<file path="config.mk">
export PLATFORM = sky130hd
export DESIGN_NAME = param_stack_flat
export DESIGN_NICKNAME = d
export VERILOG_FILES = /design/src/rtl/stack_pkg.sv /design/src/rtl/param_stack_if.sv /design/src/rtl/stack_ram.sv /design/src/rtl/param_stack.sv /design/src/flat_wrapper.sv
export SDC_FILE = /design/constraint.sdc
export NUM_CORES = 2
export LEC_CHECK = 0
export CAP_MARGIN = 40
export CORE_UTILIZATION = 58
export CTS_CLUSTER_DIAMETER = 100
export DETAILED_ROUTE_END_ITERATION = 12
export PLACE_DENSITY = 0.78
export SYNTH_ARGS = -nofsm -noshare
export SYNTH_HDL_FRONTEND = slang
export SYNTH_HIERARCHICAL = 1
export SYNTH_SLANG_ARGS = --single-unit
</file>
<file path="constraint.sdc">
create_clock -name clk -period 8.3 [get_ports clk]
set_input_delay 0.83 -clock clk [delete_from_list [all_inputs] [get_ports clk]]
set_output_delay 0.83 -clock clk [all_outputs]
set_load 0.02 [all_outputs]
</file>
<file path="src/rtl/stack_pkg.sv">
// Shared constants and the operation encoding for the parametrised LIFO stack.
package stack_pkg;

    localparam int unsigned STACK_DATA_W = 32;
    localparam int unsigned STACK_DEPTH  = 64;

    typedef enum logic [2:0] {
        OP_NONE,
        OP_PUSH,
        OP_POP,
        OP_REPLACE,
        OP_FLUSH
    } stack_op_e;

endpackage

</file>
<file path="src/rtl/param_stack_if.sv">
// Control, data and status bundle between the CPU datapath and the stack.
interface param_stack_if
    import stack_pkg::*;
#(
    parameter int unsigned DATA_W = STACK_DATA_W,
    parameter int unsigned SP_W   = $clog2(STACK_DEPTH + 1)
);
    logic              enable;
    logic              push;
    logic              pop;
    logic              flush;
    logic              clr_err;
    logic [DATA_W-1:0] data_in;
    logic [SP_W-1:0]   peek_idx;
    logic [DATA_W-1:0] data_out;
    logic [DATA_W-1:0] peek_data;
    logic              peek_valid;
    logic              empty;
    logic              full;
    logic              almost_full;
    logic              overflow;
    logic              underflow;
    logic [SP_W-1:0]   stack_pointer;

    modport master (
        output enable, push, pop, flush, clr_err, data_in, peek_idx,
        input  data_out, peek_data, peek_valid, empty, full, almost_full,
               overflow, underflow, stack_pointer
    );

    modport slave (
        input  enable, push, pop, flush, clr_err, data_in, peek_idx,
        output data_out, peek_data, peek_valid, empty, full, almost_full,
               overflow, underflow, stack_pointer
    );
endinterface

</file>
<file path="src/rtl/stack_ram.sv">
// DEPTH x DATA_W storage: one synchronous write port, two asynchronous read ports.
module stack_ram #(
    parameter int unsigned DATA_W = 32,
    parameter int unsigned DEPTH  = 64,
    parameter int unsigned AW     = $clog2(DEPTH)
) (
    input  logic              clk,
    input  logic              we,
    input  logic [AW-1:0]     waddr,
    input  logic [DATA_W-1:0] wdata,
    input  logic [AW-1:0]     top_addr,
    output logic [DATA_W-1:0] top_data,
    input  logic [AW-1:0]     peek_addr,
    output logic [DATA_W-1:0] peek_data
);
    logic [DATA_W-1:0] mem [DEPTH];

    always_ff @(posedge clk) begin
        if (we) begin
            mem[waddr] <= wdata;
        end
    end

    // Non-power-of-two depths leave unused address codes; read those as zero.
    always_comb begin
        top_data  = '0;
        peek_data = '0;
        if (32'(top_addr) < DEPTH) begin
            top_data = mem[top_addr];
        end
        if (32'(peek_addr) < DEPTH) begin
            peek_data = mem[peek_addr];
        end
    end
endmodule

</file>
<file path="src/rtl/param_stack.sv">
// Parametrised LIFO stack: op decode, stack pointer, sticky error flags, output gating.
module param_stack
    import stack_pkg::*;
#(
    parameter int unsigned DATA_W   = STACK_DATA_W,
    parameter int unsigned DEPTH    = STACK_DEPTH,
    parameter int unsigned SP_W     = $clog2(DEPTH + 1),
    parameter int unsigned AF_LEVEL = DEPTH - 2
) (
    input logic         clk,
    input logic         rst,
    param_stack_if.slave bus
);
    localparam int unsigned AW = $clog2(DEPTH);

    stack_op_e         op;
    logic [SP_W-1:0]   sp_q, sp_d;
    logic              ovf_q, ovf_d;
    logic              unf_q, unf_d;
    logic              is_empty, is_full;
    logic [SP_W-1:0]   sp_m1, peek_off;
    logic              we;
    logic [AW-1:0]     waddr;
    logic [DATA_W-1:0] top_raw, peek_raw;

    assign is_empty = (sp_q == '0);
    assign is_full  = (sp_q == SP_W'(DEPTH));
    assign sp_m1    = sp_q - SP_W'(1);
    assign peek_off = sp_m1 - bus.peek_idx;

    // Push+pop on an empty stack degrades to a plain push.
    always_comb begin
        op = OP_NONE;
        if (bus.enable) begin
            if (bus.flush) begin
                op = OP_FLUSH;
            end else if (bus.push && bus.pop && !is_empty) begin
                op = OP_REPLACE;
            end else if (bus.push) begin
                op = OP_PUSH;
            end else if (bus.pop) begin
                op = OP_POP;
            end
        end
    end

    // A new error event in the same cycle as clr_err keeps the flag set.
    always_comb begin
        sp_d  = sp_q;
        we    = 1'b0;
        waddr = AW'(sp_q);
        ovf_d = ovf_q & ~bus.clr_err;
        unf_d = unf_q & ~bus.clr_err;
        unique case (op)
            OP_PUSH: begin
                if (is_full) begin
                    ovf_d = 1'b1;
                end else begin
                    we   = 1'b1;
                    sp_d = sp_q + SP_W'(1);
                end
            end
            OP_POP: begin
                if (is_empty) begin
                    unf_d = 1'b1;
                end else begin
                    sp_d = sp_m1;
                end
            end
            OP_REPLACE: begin
                we    = 1'b1;
                waddr = AW'(sp_m1);
            end
            OP_FLUSH: sp_d = '0;
            default: ;
        endcase
    end

    always_ff @(posedge clk) begin
        if (rst) begin
            sp_q  <= '0;
            ovf_q <= 1'b0;
            unf_q <= 1'b0;
        end else begin
            sp_q  <= sp_d;
            ovf_q <= ovf_d;
            unf_q <= unf_d;
        end
    end

    stack_ram #(
        .DATA_W (DATA_W),
        .DEPTH  (DEPTH),
        .AW     (AW)
    ) u_ram (
        .clk       (clk),
        .we        (we),
        .waddr     (waddr),
        .wdata     (bus.data_in),
        .top_addr  (AW'(sp_m1)),
        .top_data  (top_raw),
        .peek_addr (AW'(peek_off)),
        .peek_data (peek_raw)
    );

    always_comb begin
        bus.peek_valid    = (bus.peek_idx < sp_q);
        bus.data_out      = is_empty ? '0 : top_raw;
        bus.peek_data     = bus.peek_valid ? peek_raw : '0;
        bus.empty         = is_empty;
        bus.full          = is_full;
        bus.almost_full   = (32'(sp_q) >= AF_LEVEL);
        bus.overflow      = ovf_q;
        bus.underflow     = unf_q;
        bus.stack_pointer = sp_q;
    end
endmodule

</file>
<file path="src/flat_wrapper.sv">
// flat-port wrapper written by rule: the top's interface ports become plain ports
module param_stack_flat import stack_pkg::*;
#(
    parameter int unsigned DATA_W   = STACK_DATA_W,
    parameter int unsigned DEPTH    = STACK_DEPTH,
    parameter int unsigned SP_W     = $clog2(DEPTH + 1),
    parameter int unsigned AF_LEVEL = DEPTH - 2
)
  (clk, rst, bus_enable, bus_push, bus_pop, bus_flush, bus_clr_err, bus_data_in, bus_peek_idx, bus_data_out, bus_peek_data, bus_peek_valid, bus_empty, bus_full, bus_almost_full, bus_overflow, bus_underflow, bus_stack_pointer);
  param_stack_if #(.DATA_W(DATA_W), .SP_W(SP_W)) bus_i ();
  input logic clk;
  input logic rst;
  input wire logic [$bits(bus_i.enable)-1:0] bus_enable;
  input wire logic [$bits(bus_i.push)-1:0] bus_push;
  input wire logic [$bits(bus_i.pop)-1:0] bus_pop;
  input wire logic [$bits(bus_i.flush)-1:0] bus_flush;
  input wire logic [$bits(bus_i.clr_err)-1:0] bus_clr_err;
  input wire logic [$bits(bus_i.data_in)-1:0] bus_data_in;
  input wire logic [$bits(bus_i.peek_idx)-1:0] bus_peek_idx;
  output wire logic [$bits(bus_i.data_out)-1:0] bus_data_out;
  output wire logic [$bits(bus_i.peek_data)-1:0] bus_peek_data;
  output wire logic [$bits(bus_i.peek_valid)-1:0] bus_peek_valid;
  output wire logic [$bits(bus_i.empty)-1:0] bus_empty;
  output wire logic [$bits(bus_i.full)-1:0] bus_full;
  output wire logic [$bits(bus_i.almost_full)-1:0] bus_almost_full;
  output wire logic [$bits(bus_i.overflow)-1:0] bus_overflow;
  output wire logic [$bits(bus_i.underflow)-1:0] bus_underflow;
  output wire logic [$bits(bus_i.stack_pointer)-1:0] bus_stack_pointer;
  assign bus_i.enable = bus_enable;
  assign bus_i.push = bus_push;
  assign bus_i.pop = bus_pop;
  assign bus_i.flush = bus_flush;
  assign bus_i.clr_err = bus_clr_err;
  assign bus_i.data_in = bus_data_in;
  assign bus_i.peek_idx = bus_peek_idx;
  assign bus_data_out = bus_i.data_out;
  assign bus_peek_data = bus_i.peek_data;
  assign bus_peek_valid = bus_i.peek_valid;
  assign bus_empty = bus_i.empty;
  assign bus_full = bus_i.full;
  assign bus_almost_full = bus_i.almost_full;
  assign bus_overflow = bus_i.overflow;
  assign bus_underflow = bus_i.underflow;
  assign bus_stack_pointer = bus_i.stack_pointer;
  param_stack #(.DATA_W(DATA_W), .DEPTH(DEPTH), .SP_W(SP_W), .AF_LEVEL(AF_LEVEL)) u_core (.clk(clk), .rst(rst), .bus(bus_i));
endmodule
</file>
After elaboration in Yosys (flattened, before gate mapping)
Memories as Yosys holds them, arrays and structs flattened.
Cells that the tools add are included.
{ "word_totals": {"register_bits": 9, "mem_bits_rw": 2048, "inputBits": 46, "output_inout_bits": 77, "word_cells": 44, "mem_count": 1} }
{ "classes": {"addsub": 3, "n_lt_le_gt_ge": 2, "eq_ne": 7, "muxes": 19, "bitwise_logic": 3, "n_reduce_logical": 6} }
{ "memory_table": {"columns": ["memory", "words", "word_bits", "read_ports", "rd_ports_with_merged_regs", "write_ports", "line_no", "source"], "rows": [
  ["u_core.u_ram.mem", 64, 32, 2, 0, 1, "stack_ram.sv:16", "logic [DATA_W-1:0] mem [DEPTH];"]
]} }
{ "op_table": {"columns": ["cell", "n"], "rows": [
  ["32-bit two-way mux", 2],
  ["7-bit one-hot mux with 3 select lines", 1],
  ["7-bit two-way mux", 2],
  ["3-bit two-way mux", 4],
  ["7-bit by 1-bit adder with 7-bit output (second input constant)", 1],
  ["7-bit == test (second input constant)", 1],
  ["7-bit by 6-bit >= comparator with 1-bit output (second input constant)", 1],
  ["7-bit logical NOT", 1],
  ["7-bit < comparator", 1],
  ["1-bit two-way mux", 7],
  ["7-bit by 1-bit subtractor with 7-bit output (second input constant)", 1],
  ["3-bit by 2-bit == test with 1-bit output (second input constant)", 2],
  ["6-bit two-way mux", 1],
  ["6-bit subtractor", 1],
  ["2-bit != test (second input constant)", 2],
  ["3-bit by 1-bit == test with 1-bit output (second input constant)", 1],
  ["3-bit == test (second input constant)", 1],
  ["3-bit AND reduction", 1],
  ["3-bit nonzero test", 1],
  ["1-bit bitwise AND", 2],
  ["1-bit logical AND", 2],
  ["2-bit two-way mux", 1],
  ["1-bit one-hot mux with 2 select lines", 1],
  ["1-bit logical NOT", 1],
  ["1-bit NOT", 1]
]} }

Logic depth before layout (Yosys ltp)
{ "logic_depth": {"ltp_word": 10, "mapped_depth": 15, "ltp_nobuf": 13} }

Cells and area by module
The synthesis kept the hierarchy.
{ "modules_own_cells": {"columns": ["mod", "instances", "cells_each", "area_each_um2", "seq_area_each_um2"], "rows": [
  ["stack_ram", 1, 4348, 94379.3, 61499.0],
  ["param_stack", 1, 235, 1704.1, 180.2]
]} }

Worst setup path after synthesis
Ideal clock, no wire load.
{ "synth_timing": {"path_type": "register to register", "startpoint": "reg u_core.sp_q[0] (netlist: u_core/bus.stack_pointer[0])", "endpoint": "mem u_core.u_ram.mem[49][0], enable pin", "setup_time_ns": 0.461, "arrival_time_ns": 4.834, "required_ns": 7.839, "setup_slack_ns": 3.005, "stages_incl_launch_ff": 12, "n_path_buf": 1, "period_less_slack_ns": 5.295, "cell_sequence": "dfxtp_1 -> inv_1 -> ha_1 -> nor3b_4 -> a31oi_1 -> nor2b_1 -> clkbuf_1 -> nand2_1 -> xnor2_1 -> nor2b_1 -> nand4_1 -> nor3_1"} }
{ "synth_via": {"elab_cells_between_ends": 15, "classes_between": "add/sub: 1; eq/ne: 3; mux: 8; reduce/logical: 3"} }
{ "synth_lines": {"columns": ["element", "line_no", "source"], "rows": [
  ["start: declaration", "param_stack.sv:17", "logic [SP_W-1:0] sp_q, sp_d;"],
  ["start signal: assignment", "param_stack.sv:85", "sp_q <= sp_d;"],
  ["7-bit by 1-bit subtractor with 7-bit output", "param_stack.sv:28", "assign sp_m1 = sp_q - SP_W'(1);"],
  ["via u_core.sp_m1[0]", "param_stack.sv:21", "logic [SP_W-1:0] sp_m1, peek_off;"],
  ["6-bit two-way mux", "param_stack.sv:54", "unique case (op)"],
  ["end: declaration", "stack_ram.sv:16", null]
]} }
The timed path passes the listed nets, and every way through them passes these cells.

Final worst setup path
{ "layout_timing": {"startpoint": "reg u_core.sp_q[0] (netlist: u_core/bus.stack_pointer[0])", "endpoint": "out bus_peek_data[30]"} }
{ "layout_via": {"elab_chain_len": 4, "elab_cells_between_ends": 5, "classes_between": "add/sub: 2; order compare: 1; mux: 1; memory: 1"} }
{ "layout_rtl": {"columns": ["element", "line_no", "source"], "rows": [
  ["7-bit by 1-bit subtractor with 7-bit output", "param_stack.sv:28", null],
  ["via u_core.sp_m1[0]", "param_stack.sv:21", null],
  ["6-bit subtractor", "param_stack.sv:29", "assign peek_off = sp_m1 - bus.peek_idx;"],
  ["via u_core.peek_off[1]", "param_stack.sv:21", null],
  ["memory 64 x 32 bit", null, null],
  ["via u_core.peek_raw[30]", "param_stack.sv:24", "logic [DATA_W-1:0] top_raw, peek_raw;"],
  ["32-bit two-way mux", "param_stack.sv:109", "bus.peek_data = bus.peek_valid ? peek_raw : '0;"],
  ["end: declaration", "flat_wrapper.sv:21", "output wire logic [$bits(bus_i.peek_data)-1:0] bus_peek_data;"]
]} }
The timed path passes the listed nets, and every way through them passes these cells.

==> results by group <==
GRT
  • Tot GR Track Use: 34.4%
  • First-pass GRT wire length: 404,000 um
  • Largest net degree at the start of global routing: 120
  • GRT Residual Overflow: 0
  • Initial antenna violation count: 22
  • Vias in the first global route: between 50,000 and 60,000

Synth
  • Main synth FF type: edfxtp_1
  • Ys async rst share: 0%
  • Synthesized area: around 0.096 mm^2
  • Synth Warn #: 6
  • Cells after Synth: 4,583
  • Number of synthesized flops with an enable pin: 2,048
  • Netlist cell types: 60
  • Mapped Avg Cell Area: 21.0 um^2
  • Flop and latch count out of synthesis: 2,057
  • Seq/Total Area, Yosys: 64.2%
  • Post-Synthesis Net Count: between 4,000 and 5,000

Final layout
  • FILL cells: 10,200
  • FF+latch area: between 0.06 and 0.07 mm^2
  • Commonest non-fill, non-tap cell in the layout: edfxtp_1
  • Layout cells sized above 1: 36.5%
  • Area Overhead vs Synth: 12.6%
  • Final instance area: 0.108 mm^2
  • Multi-input logic area: approximately 0.033 mm^2
  • Final core utilization: 65.7%
  • Nets: 4,851
  • Non-filler cells, final: 7,146
  • Most frequent cells in the layout: 2,048 x edfxtp_1, 1,124 x mux4_2, 206 x clkbuf_16

Drt
  • Routed vias: about 55,000
  • DRT antenna net count: 0
  • Vias per inst: 7.66
  • DRT iter0 DRCs: 9,483
  • Routed WL: 285,000 um
  • Residual DRC: 0
  • First drt pass iteration count: 6
  • DR WL/cell: 39.8 um

Pwr
  • Clock share of power: 32.2%
  • Reg power frac: between 40% and 50%
  • NetSw: 8340 uW
  • Switching power share of the total: between 20% and 30%
  • Comb power frac: 26.8%
  • Internal: 19,600 uW
  • LEAKAGE: 0.0346 uW
  • VDD IR max: 208 uV
  • Cell area power density: 258 mW/mm^2

Min path
  • Hold Crit Class: input port to flop
  • Hold wc startpoint: bus_data_in[21]
  • Hold Path Stages: 1
  • Worst Hold Path EP: u_core/u_ram/mem[48][21]

Setup path
  • Startpoint types: flop
  • Arr. time, crit path: 6.95 ns
  • R2R cell count: 10
  • Worst-path maximum fanout: 39
  • Worst path required time: 7.47 ns
  • Reg2reg end: u_core/u_ram/mem[6][25]
  • R2r setup slk: 2.29 ns
  • Crit Reg-Reg Startpoint: u_core/bus.stack_pointer[0]
  • Crit Path Category: flop to primary output
  • Critical Path End Type: primary output

Placed design
  • Placer Congestion: 0.880
  • Place WS: 1.43 ns
  • Input/output buffers: 122
  • Placed cells: 6,770
  • Placed Area: 0.102 mm^2
  • DP HPWL: 171,000 um

STA
  • Worst-margin pin slew: 1.14 ns
  • Final Max Slew Viols: 0
  • Max-slew headroom: 23.9%
  • Skew final: 0.0235 ns
  • # setup viols final: 0
  • Fin crit period: 7.78 ns
  • Setup ws final: 0.517 ns
  • RSZ-0062 raised after global routing: no
  • Crit share post-route: 93.8%
  • TNS Setup: 0 ns
  • Highest clock rate: 128 MHz
  • Final hold viol count: 0

Floorplan
  • Die Ht: just over 400 um
  • Area of the die: 0.167 mm^2
  • Die Wd: 409 um
  • IO Pins: roughly 120
  • Core Rows: ~150
  • Core area: 0.165 mm^2
  • Starting density of the core: 58.4%

Clock tree
  • Worst skew pair latency: 0.83 ns
  • # Post-CTS Setup Buffers: 0
  • Cts repair resizes: 0
  • CTS Buffer Depth: 3
  • TritonCTS clock tree: done
  • Hold Buf Count CTS: 0
  • Clock buffer count from CTS: ~200
  • Worst-path clk slew: 0.07 ns
  • Clock sink count: 2,057
  • CTS H-tree depth: 4
  • CTS root buf: clkbuf_16

Flow run
  • Maxcap violations: 0

Status
  • Run status: complete, no violations
==> worst max-delay path: stages, from the launching register on <==
cell	delay, ns
dfxtp_1	0.65
inv_8	0.24
ha_1	0.51
inv_8	0.15
fa_4	1.25
buf_4	0.68
mux4_2	0.43
mux4_2	0.51
o22ai_1	0.47
a21oi_1	0.30
nor3b_1	0.23
clkdlybuf4s50_1	0.58
==> layer usage <==
layer  share of wire [%]  vias up  global-route usage (%)
met2                  48     4649                    53.5
met3                  15      808                    9.37
met4                 4.8       14                    14.4
met1                  33    28700                    46.3
li1                    -    20600                       -
met5               0.036        -                       0
==> synthesized netlist by cell type (8+ instances only) <==
cell         n  area (um^2)
dfxtp_1      9          180
a21oi_1     72          360
a32oi_1      9         78.8
buf_4       56          420
nand3_1     14         70.1
o21ai_1     31          155
edfxtp_1  2048        61500
clkbuf_1   146          548
inv_1       19         71.3
buf_2      124          621
nand2b_1     8         50.1
ha_1        15          188
buf_1       26         97.6
o32a_1      10          100
nor2b_1     23          144
nor2_1     108          405
and2_1      38          238
o221ai_1    17          149
nand3b_1     9         67.6
o211ai_1    27          203
xnor2_1     11         96.3
a211oi_1    19          143
o21ai_0     24          120
o22ai_1     57          357
buf_6       13          146
mux2_2      36          405
mux4_2    1124        25300
nand2_1    106          398
nor3b_1     32          240
a22oi_1     85          638
a221oi_1    14          123
mux2i_1    205         2050
==> cell families after synthesis <==
family	share of synthesized area, %
compound gates	2.71
xor+xnor	0.137
fa+ha+maj	0.216
buf+inv	1.99
flops	64.2
mux	28.9
simple gates	1.85
==> worst max path at each step <==
stage,startpoint,endpoint,slack [ns],cells past startpoint
after floorplan,u_core/bus.stack_pointer[0],u_core/u_ram/mem[49][0],3.01,11
after global placement,bus_peek_idx[0],bus_peek_data[30],1.43,11
after detailed placement,bus_peek_idx[0],bus_peek_data[30],1.43,11
after CTS,u_core/bus.stack_pointer[0],bus_peek_data[12],0.55,11
after global routing,u_core/bus.stack_pointer[0],bus_peek_data[30],0.36,11
final,u_core/bus.stack_pointer[0],bus_peek_data[30],0.52,11
==> cell type report <==
type | instances | area share [%]
sequential | 2057 | 57.0
antenna | 7 | 0.0162
tap | 2189 | 2.53
clock buffer | 244 | 4.90
multi-input combinational | 2141 | 30.6
inverter | 20 | 0.0832
clock inverter | 117 | 1.01
timing repair buffer | 371 | 3.86
==> power groups by stage <==
stage	clock network (uW)	logic, uW	registers [uW]
after floorplan	0	4400	11700
after CTS	9040	7320	11400
after global placement	0	7110	11700
after detailed placement	0	7260	11700
final	9010	7500	11400
after global routing	9410	7670	11400
==> through the flow <==
step | hold slack (ns) | total power, uW
after floorplan | 0.615 | 16100
after global placement | 0.541 | 18800
after detailed placement | 0.544 | 18900
after CTS | 0.255 | 27800
after global routing | 0.301 | 28500
final | 0.297 | 28000
==> state kept, by name, summed over array words and instances (netlist names) <==
name and count:
u_core/u_ram/mem 2048, u_core/bus.stack_pointer 7, u_core/bus.overflow 1, u_core/bus.underflow 1
Power figures use the tool's default switching activity.
